--- src/rtl/aes_byte_loader_if.sv ---
// Byte-stream and cipher-core signals of the AES byte loader.
// The slave modport is the loader's view; master is the view of the surrounding logic.
interface aes_byte_loader_if;
  logic         in_valid;
  logic         in_ready;
  logic [7:0]   in_data;
  logic         key_keep;
  logic         ld;
  logic [127:0] key;
  logic [127:0] text_in;
  logic         done;
  logic [127:0] text_out;
  logic         out_valid;
  logic         out_ready;
  logic [7:0]   out_data;
  logic         busy;
  logic         err;

  modport slave (
    input  in_valid, in_data, key_keep, done, text_out, out_ready,
    output in_ready, ld, key, text_in, out_valid, out_data, busy, err
  );

  modport master (
    output in_valid, in_data, key_keep, done, text_out, out_ready,
    input  in_ready, ld, key, text_in, out_valid, out_data, busy, err
  );
endinterface

--- src/rtl/aes_byte_loader.sv ---
// Packs a byte stream into a 128-bit key and block for an AES core, starts it,
// and streams the ciphertext back out byte by byte (MSB byte first).
//
// state     | meaning
// LOAD_KEY  | accepting 16 key bytes
// LOAD_TEXT | accepting 16 plaintext bytes
// START     | one-cycle ld pulse to the core
// WAIT      | waiting for done, bounded by TIMEOUT cycles
// SEND      | streaming 16 ciphertext bytes
module aes_byte_loader #(
  parameter int unsigned TIMEOUT = 255
) (
  input  logic             clk,
  input  logic             rst,
  aes_byte_loader_if.slave bus
);

  localparam logic [2:0] LOAD_KEY  = 3'd0;
  localparam logic [2:0] LOAD_TEXT = 3'd1;
  localparam logic [2:0] START     = 3'd2;
  localparam logic [2:0] WAIT      = 3'd3;
  localparam logic [2:0] SEND      = 3'd4;

  localparam logic [7:0] TMO_LAST = 8'(TIMEOUT - 1);

  logic [2:0]   state;
  logic [3:0]   idx;
  logic [7:0]   tmo_cnt;
  logic [127:0] key_q;
  logic [127:0] text_q;
  logic [127:0] result_q;
  logic         err_q;
  logic [6:0]   lsb;
  logic         in_xfer;
  logic         out_xfer;

  // Byte n lives at bits [127-8n -: 8]; for a 4-bit index, 15-n is just ~n.
  assign lsb      = {~idx, 3'b000};
  assign in_xfer  = bus.in_valid && bus.in_ready;
  assign out_xfer = bus.out_valid && bus.out_ready;

  assign bus.in_ready  = (state == LOAD_KEY) || (state == LOAD_TEXT);
  assign bus.ld        = (state == START);
  assign bus.busy      = (state == START) || (state == WAIT) || (state == SEND);
  assign bus.out_valid = (state == SEND);
  assign bus.out_data  = result_q[lsb +: 8];
  assign bus.key       = key_q;
  assign bus.text_in   = text_q;
  assign bus.err       = err_q;

  always_ff @(posedge clk or posedge rst) begin
    if (rst) begin
      state    <= LOAD_KEY;
      idx      <= 4'd0;
      tmo_cnt  <= 8'd0;
      key_q    <= '0;
      text_q   <= '0;
      result_q <= '0;
      err_q    <= 1'b0;
    end else begin
      err_q <= 1'b0;
      case (state)
        LOAD_KEY: begin
          if (in_xfer) begin
            key_q[lsb +: 8] <= bus.in_data;
            idx             <= idx + 4'd1;
            if (idx == 4'd15) state <= LOAD_TEXT;
          end
        end
        LOAD_TEXT: begin
          if (in_xfer) begin
            text_q[lsb +: 8] <= bus.in_data;
            idx              <= idx + 4'd1;
            if (idx == 4'd15) state <= START;
          end
        end
        START: begin
          tmo_cnt <= 8'd0;
          state   <= WAIT;
        end
        WAIT: begin
          // done on the final counted cycle still wins over the timeout
          if (bus.done) begin
            result_q <= bus.text_out;
            idx      <= 4'd0;
            state    <= SEND;
          end else if (tmo_cnt == TMO_LAST) begin
            err_q   <= 1'b1;
            idx     <= 4'd0;
            tmo_cnt <= 8'd0;
            state   <= LOAD_KEY;
          end else begin
            tmo_cnt <= tmo_cnt + 8'd1;
          end
        end
        SEND: begin
          if (out_xfer) begin
            idx <= idx + 4'd1;
            if (idx == 4'd15) state <= bus.key_keep ? LOAD_TEXT : LOAD_KEY;
          end
        end
        default: begin
          idx   <= 4'd0;
          state <= LOAD_KEY;
        end
      endcase
    end
  end

endmodule

--- src/flat_wrapper.sv ---
// flat-port wrapper written by rule: the top's interface ports become plain ports
module aes_byte_loader_flat 
#(
  parameter int unsigned TIMEOUT = 255
)
  (clk, rst, bus_in_valid, bus_in_data, bus_key_keep, bus_done, bus_text_out, bus_out_ready, bus_in_ready, bus_ld, bus_key, bus_text_in, bus_out_valid, bus_out_data, bus_busy, bus_err);
  aes_byte_loader_if bus_i ();
  input  logic clk;
  input  logic rst;
  input wire logic [$bits(bus_i.in_valid)-1:0] bus_in_valid;
  input wire logic [$bits(bus_i.in_data)-1:0] bus_in_data;
  input wire logic [$bits(bus_i.key_keep)-1:0] bus_key_keep;
  input wire logic [$bits(bus_i.done)-1:0] bus_done;
  input wire logic [$bits(bus_i.text_out)-1:0] bus_text_out;
  input wire logic [$bits(bus_i.out_ready)-1:0] bus_out_ready;
  output wire logic [$bits(bus_i.in_ready)-1:0] bus_in_ready;
  output wire logic [$bits(bus_i.ld)-1:0] bus_ld;
  output wire logic [$bits(bus_i.key)-1:0] bus_key;
  output wire logic [$bits(bus_i.text_in)-1:0] bus_text_in;
  output wire logic [$bits(bus_i.out_valid)-1:0] bus_out_valid;
  output wire logic [$bits(bus_i.out_data)-1:0] bus_out_data;
  output wire logic [$bits(bus_i.busy)-1:0] bus_busy;
  output wire logic [$bits(bus_i.err)-1:0] bus_err;
  assign bus_i.in_valid = bus_in_valid;
  assign bus_i.in_data = bus_in_data;
  assign bus_i.key_keep = bus_key_keep;
  assign bus_i.done = bus_done;
  assign bus_i.text_out = bus_text_out;
  assign bus_i.out_ready = bus_out_ready;
  assign bus_in_ready = bus_i.in_ready;
  assign bus_ld = bus_i.ld;
  assign bus_key = bus_i.key;
  assign bus_text_in = bus_i.text_in;
  assign bus_out_valid = bus_i.out_valid;
  assign bus_out_data = bus_i.out_data;
  assign bus_busy = bus_i.busy;
  assign bus_err = bus_i.err;
  aes_byte_loader #(.TIMEOUT(TIMEOUT)) u_core (.clk(clk), .rst(rst), .bus(bus_i));
endmodule
--- config.mk ---
export PLATFORM = sky130hd
export DESIGN_NAME = aes_byte_loader_flat
export DESIGN_NICKNAME = d
export VERILOG_FILES = /design/src/rtl/aes_byte_loader_if.sv /design/src/rtl/aes_byte_loader.sv /design/src/flat_wrapper.sv
export SDC_FILE = /design/constraint.sdc
export NUM_CORES = 1
export LEC_CHECK = 0
export ABC_AREA = 1
export CORE_ASPECT_RATIO = 0.6
export CORE_MARGIN = 2
export CORE_UTILIZATION = 48
export DETAILED_ROUTE_END_ITERATION = 10
export GPL_TIMING_DRIVEN = 0
export HOLD_SLACK_MARGIN = 0.15
export PLACE_DENSITY = 0.77
export SLEW_MARGIN = 20
export SYNTH_ARGS = -nofsm -noshare
export SYNTH_HDL_FRONTEND = slang
export SYNTH_SLANG_ARGS = --single-unit
--- constraint.sdc ---
create_clock -name clk -period 41.6 [get_ports clk]
set_input_delay 6.24 -clock clk [delete_from_list [all_inputs] [get_ports clk]]
set_output_delay 6.24 -clock clk [all_outputs]
set_load 0.005 [all_outputs]
== Word-level counts from Yosys, hierarchy flattened ==
Cells that the tools add are included.
Word-level totals
  register bits after elaboration: 400
Cells by class
  bitwise gates (word level): 2
  equality and inequality tests: 15
  reductions and logical operators: 14
  add/subtract/negate cells: 3
  shift-type cells: 3
  muxes and demuxes: 23
Operators with widths (count)
  $bwmux 128: 2
  $shift 8x9->128 const A: 1
  $shiftx 128x8->8: 1
  $shiftx 8x9->128: 1
  $mux 3: 8
  $mux 4: 4
  $mux 8: 2
  $pmux 4 s4: 1
  $pmux 8 s2: 1
  $pmux 3 s5: 1
  $ne 2x2->1 const B: 5
  $neg 7->9: 1
  $add 8x1->8 const B: 1
  $eq 8x8->1 const B: 1
  $reduce_and 2->1: 4
  $reduce_and 7->1: 1
  $eq 3x2->1 const B: 2
  $ne 2x1->1 const B: 3
  $add 4x1->4 const B: 1
  $eq 4x4->1 const B: 1
  $mux 1: 4
  $not 4->4: 1
  $reduce_and 4->1: 1
  $eq 3x1->1 const B: 1
  other kinds (8): 11

== Depth between registers and ports, before layout ==
  depth in word-level cells: 5
  gate-level depth with buffers: 12
  mapped depth without buffers: 10

== Least setup slack after synthesis ==
No wires, ideal clock.
  kind: register to output
  start: register u_core.idx[1]
  end: output port bus_out_data[3]
  setup slack: 33.920 ns
  stages on the path, launching flop included: 9
  arrival: 1.440 ns
  cells stage by stage: dfrtp_1 -> buf_2 -> nor2_1 -> clkbuf_1 -> nand2_1 -> a21oi_1 -> nor2_1 -> nand2_1 -> nand2_1
On the way
  cells in the longest elaborated chain, start to end: 2
Ends and longest elaborated chain
  from (decl): RTL line aes_byte_loader.sv:27  | logic [3:0] idx;
  from (signal assigned): RTL line aes_byte_loader.sv:66  | idx <= idx + 4'd1;
  from (signal assigned): RTL line aes_byte_loader.sv:73  | idx <= idx + 4'd1;
  from (signal assigned): RTL line aes_byte_loader.sv:98  | idx <= idx + 4'd1;
  $not 4->4: RTL line aes_byte_loader.sv:38  | assign lsb = {~idx, 3'b000};
  $shiftx 128x8->8: RTL line aes_byte_loader.sv:46  | assign bus.out_data = result_q[lsb +: 8];
  to (decl): RTL line flat_wrapper.sv:21  | output wire logic [$bits(bus_i.out_data)-1:0] bus_out_data;
Every way passes these cells.

== Worst setup path after layout ==
  start: register u_core.idx[0]
  end: output port bus_out_data[7]
The elaborated chain is that of the path after synthesis.

==> metrics.md <==
| Metric | Value |
|---|---|
| Outcome | `finished, final reports clean` |
| Maximum fanout along the worst path | `10` |
| Tcrit/Tclk final | `0.2321` |
| Peak supply drop | `36.90 uV` |
| Cell Pwr Density | `55.64 mW/mm^2` |
| Layout cells sized above 1 | `0.1181` |
| Combinational share of power | `0.354` |
| CTS buffer count | `38` |
| Post-synthesis register bit count | `400` |
| CP delay by family, top | `buffers and inverters` |
| WP data required | `35.36 ns` |
| Area leader, netlist | `dfrtp_1` |
| Int Pwr | `0.8417 mW` |
| PnR worst setup slack | `31.94 ns` |
| Number of synthesized flops with an enable pin | `0` |
| HP Class | `flip-flop to flip-flop` |
| Vias/cell | `5.598` |
| RD Place Congestion | `0.9525` |
| Switch Pwr | `0.4635 mW` |
| Synthesized area | `0.01737 sq mm` |
| Setup TNS | `0 ns` |
| Skew final | `0.01873 ns` |
| Clk root buf | `clkbuf_16` |
| Crit path kind | `flip-flop to output pin` |
| Initial Util | `0.4915` |
| Io pins | `411` |
| Die height | `151.4 um` |
| CTS tree | `built` |
| PostCTS Resize Cnt | `0` |
| Total congestion overflow | `0` |
| Row Count | `53` |
| Commonest register cell after synthesis | `dfrtp_1` |
| Maximum clock path buffer count | `3` |
| Tmin final | `9.656 ns` |
| CP max-delay cell | `clkbuf_1` |
| Final wirelength | `60.69 mm` |
| Slowest stage delay, CP | `0.56 ns` |
| DR pass1 iterations | `6` |
| Max_slew headroom | `0.4961` |
| Worst setup EP type | `output pin` |
| First-pass GRT wire length | `91.22 mm` |
| DR DRC count | `0` |
| Slew @ Worst Pin | `0.7559 ns` |
| Largest net degree at the start of global routing | `113` |
| Routed WL per cell | `22.10 um` |
| Final net count | `2,393` |
| Worst Path Buf+Inv | `4` |
| Most instantiated cells after synthesis | `511 x nand2_1, 400 x dfrtp_1, 121 x o21ai_1` |
| Pleak | `11.05 nW` |
| Hold-fix buffers, CTS | `0` |
| Clock power share | `0.274` |
| H-Tree Depth | `2` |
| Dpl ws | `32.60 ns` |
| Initial antenna violation count | `12` |
| DRT iter0 DRCs | `1,503` |
| Crit start category | `flip-flop` |
| Placeable Area | `0.03535 sq mm` |
| Register area share after synthesis | `0.5762` |
| Mapped Cells | `1,791` |
| Dominant cells by area after synthesis | `dfrtp_1 58%, nand2_1 11%, mux2_4 4.3%, o21ai_1 3.5%, mux2_2 3.4%` |
| Worst Path Arrival | `3.42 ns` |
| Avg Cell Area, Syn | `9.700 sq um` |
| Crit-path cells | `buf_2, buf_2, clkbuf_1, a21oi_1, a21oi_1, nand2_1, nand2_1, clkdlybuf4s50_1` |
| Netlist cell types | `33` |
| Synthesized Nets | `1,939` |
| Fmax | `103.6 MHz` |
| HPWL Detailed | `45.79 mm` |
| Final Hold Vio Count | `0` |
| Max-cap violations | `0` |
| Post-synth ARST share | `1.000` |
| Reg clk slew, reported paths | `0.06 ns` |
| Total track usage | `0.3201` |
| DIE AREA | `0.03778 sq mm` |
| Vias after detailed routing | `15,370` |
| Most frequent cell after synthesis | `nand2_1` |
| # setup viols final | `0` |
| IO buf count | `410` |
| CTS Sinks | `400` |
| Post-CTS setup buffers | `0` |
| Top cell type's share of synthesized area | `0.5762` |
| RSZ-0062 raised after global routing | `no` |
| Final ANT Viol Nets | `0` |
| Die Wd | `249.6 um` |
| Sw frac | `0.3551` |
| YS warnings | `0` |
| Fin. max-slew vios | `0` |
| Part of the power in registers | `0.372` |
| Vias in the first global route | `15,160` |
| Worst-skew pair later-pin latency | `0.54 ns` |
| Area grow syn2layout | `35.02%` |
[layer usage]
metal / routed length (um) / track usage
met1: 26690 / 0.4573
met3: 5969 / 0.09675
met5: 13 / 0
met2: 25810 / 0.4592
met4: 2208 / 0.1223
[worst reg2reg max path: cells and delay by family (launching register included)]
family | cells | cell delay (ns)
simple gates | 3 | 1.13
buf+inv | 5 | 1.30
flops | 1 | 0.40
fa+ha+maj | 1 | 0.35
compound gates | 1 | 0.18
[logic make-up after synthesis]
group	count (synthesis)	synth area share
simple gates	771	0.1945
compound gates	316	0.09334
flops	400	0.5762
buf+inv	191	0.05157
mux	107	0.08016
fa+ha+maj	6	0.004321
[layout make-up]
class,count,area (sq um)
fill,2770,11890
sequential,400,10010
inverter,92,352.8
buffer,99,550.5
multi-input combinational,1200,6467
clock buffer,56,1150
clock inverter,8,102.6
timing repair buffer,414,4214
antenna,10,25.02
tap,467,584.3
[cells in the final DEF (no fill, tap or decap), drive strengths merged]
cell / Yosys / final
nor3: 3 / 3
clkbuf: 26 / 82
o21ai: 238 / 238
ha: 6 / 6
nand4: 84 / 84
nand3: 64 / 64
clkdlybuf4s50: 0 / 410
nor2: 99 / 99
inv: 91 / 92
clkinvlp: 0 / 2
buf: 73 / 77
bufinv: 0 / 2
nand2: 521 / 521
o21bai: 4 / 4
dfrtp: 400 / 400
a21boi: 1 / 1
a22oi: 1 / 1
mux2: 107 / 107
o211ai: 10 / 10
diode: 0 / 10
a21oi: 62 / 62
clkinv: 1 / 4
[final timing paths]
path,cells past startpoint,slack [ns],from,to
max reg2reg,10,38.16,u_core.idx[0],u_core.bus.key[31]
min,2,0.47,u_core.bus.key[53],u_core.bus.key[53]
max,8,31.94,u_core.idx[0],bus_out_data[7]
min in group asynchronous,2,6.11,rst,u_core.bus.text_in[17]
min reg2reg,2,0.47,u_core.bus.key[53],u_core.bus.key[53]
max in group asynchronous,5,33.73,rst,u_core.bus.text_in[58]
[registers in the layout, indices dropped and copies added, names as in the netlist]
name,cells
u_core.bus.key,128
u_core.bus.text_in,128
u_core.result_q,128
u_core.tmo_cnt,8
u_core.idx,4
u_core.state,3
u_core.bus.err,1
[metrics by stage]
step	cells	hold slack (ns)	utilization	total power, mW	area (sq um)
floorplan	1791	0.4641	-	0.6900	17370
global placement	2668	0.4555	0.6242	0.9304	22060
detailed placement	2672	0.4608	0.6275	0.9404	22180
CTS	2736	0.4737	0.6629	1.300	23430
global route	2746	0.4976	0.6636	1.365	23460
finish	2746	0.4727	0.6636	1.305	23460
[power groups by stage]
stage / clock network, mW / registers [mW] / logic [mW]
after floorplan: 0 / 0.489 / 0.201
after global placement: 0 / 0.489 / 0.441
after detailed placement: 0 / 0.490 / 0.451
after CTS: 0.361 / 0.485 / 0.454
after global routing: 0.376 / 0.492 / 0.497
final: 0.357 / 0.486 / 0.462
Power figures use the tool's default switching activity.
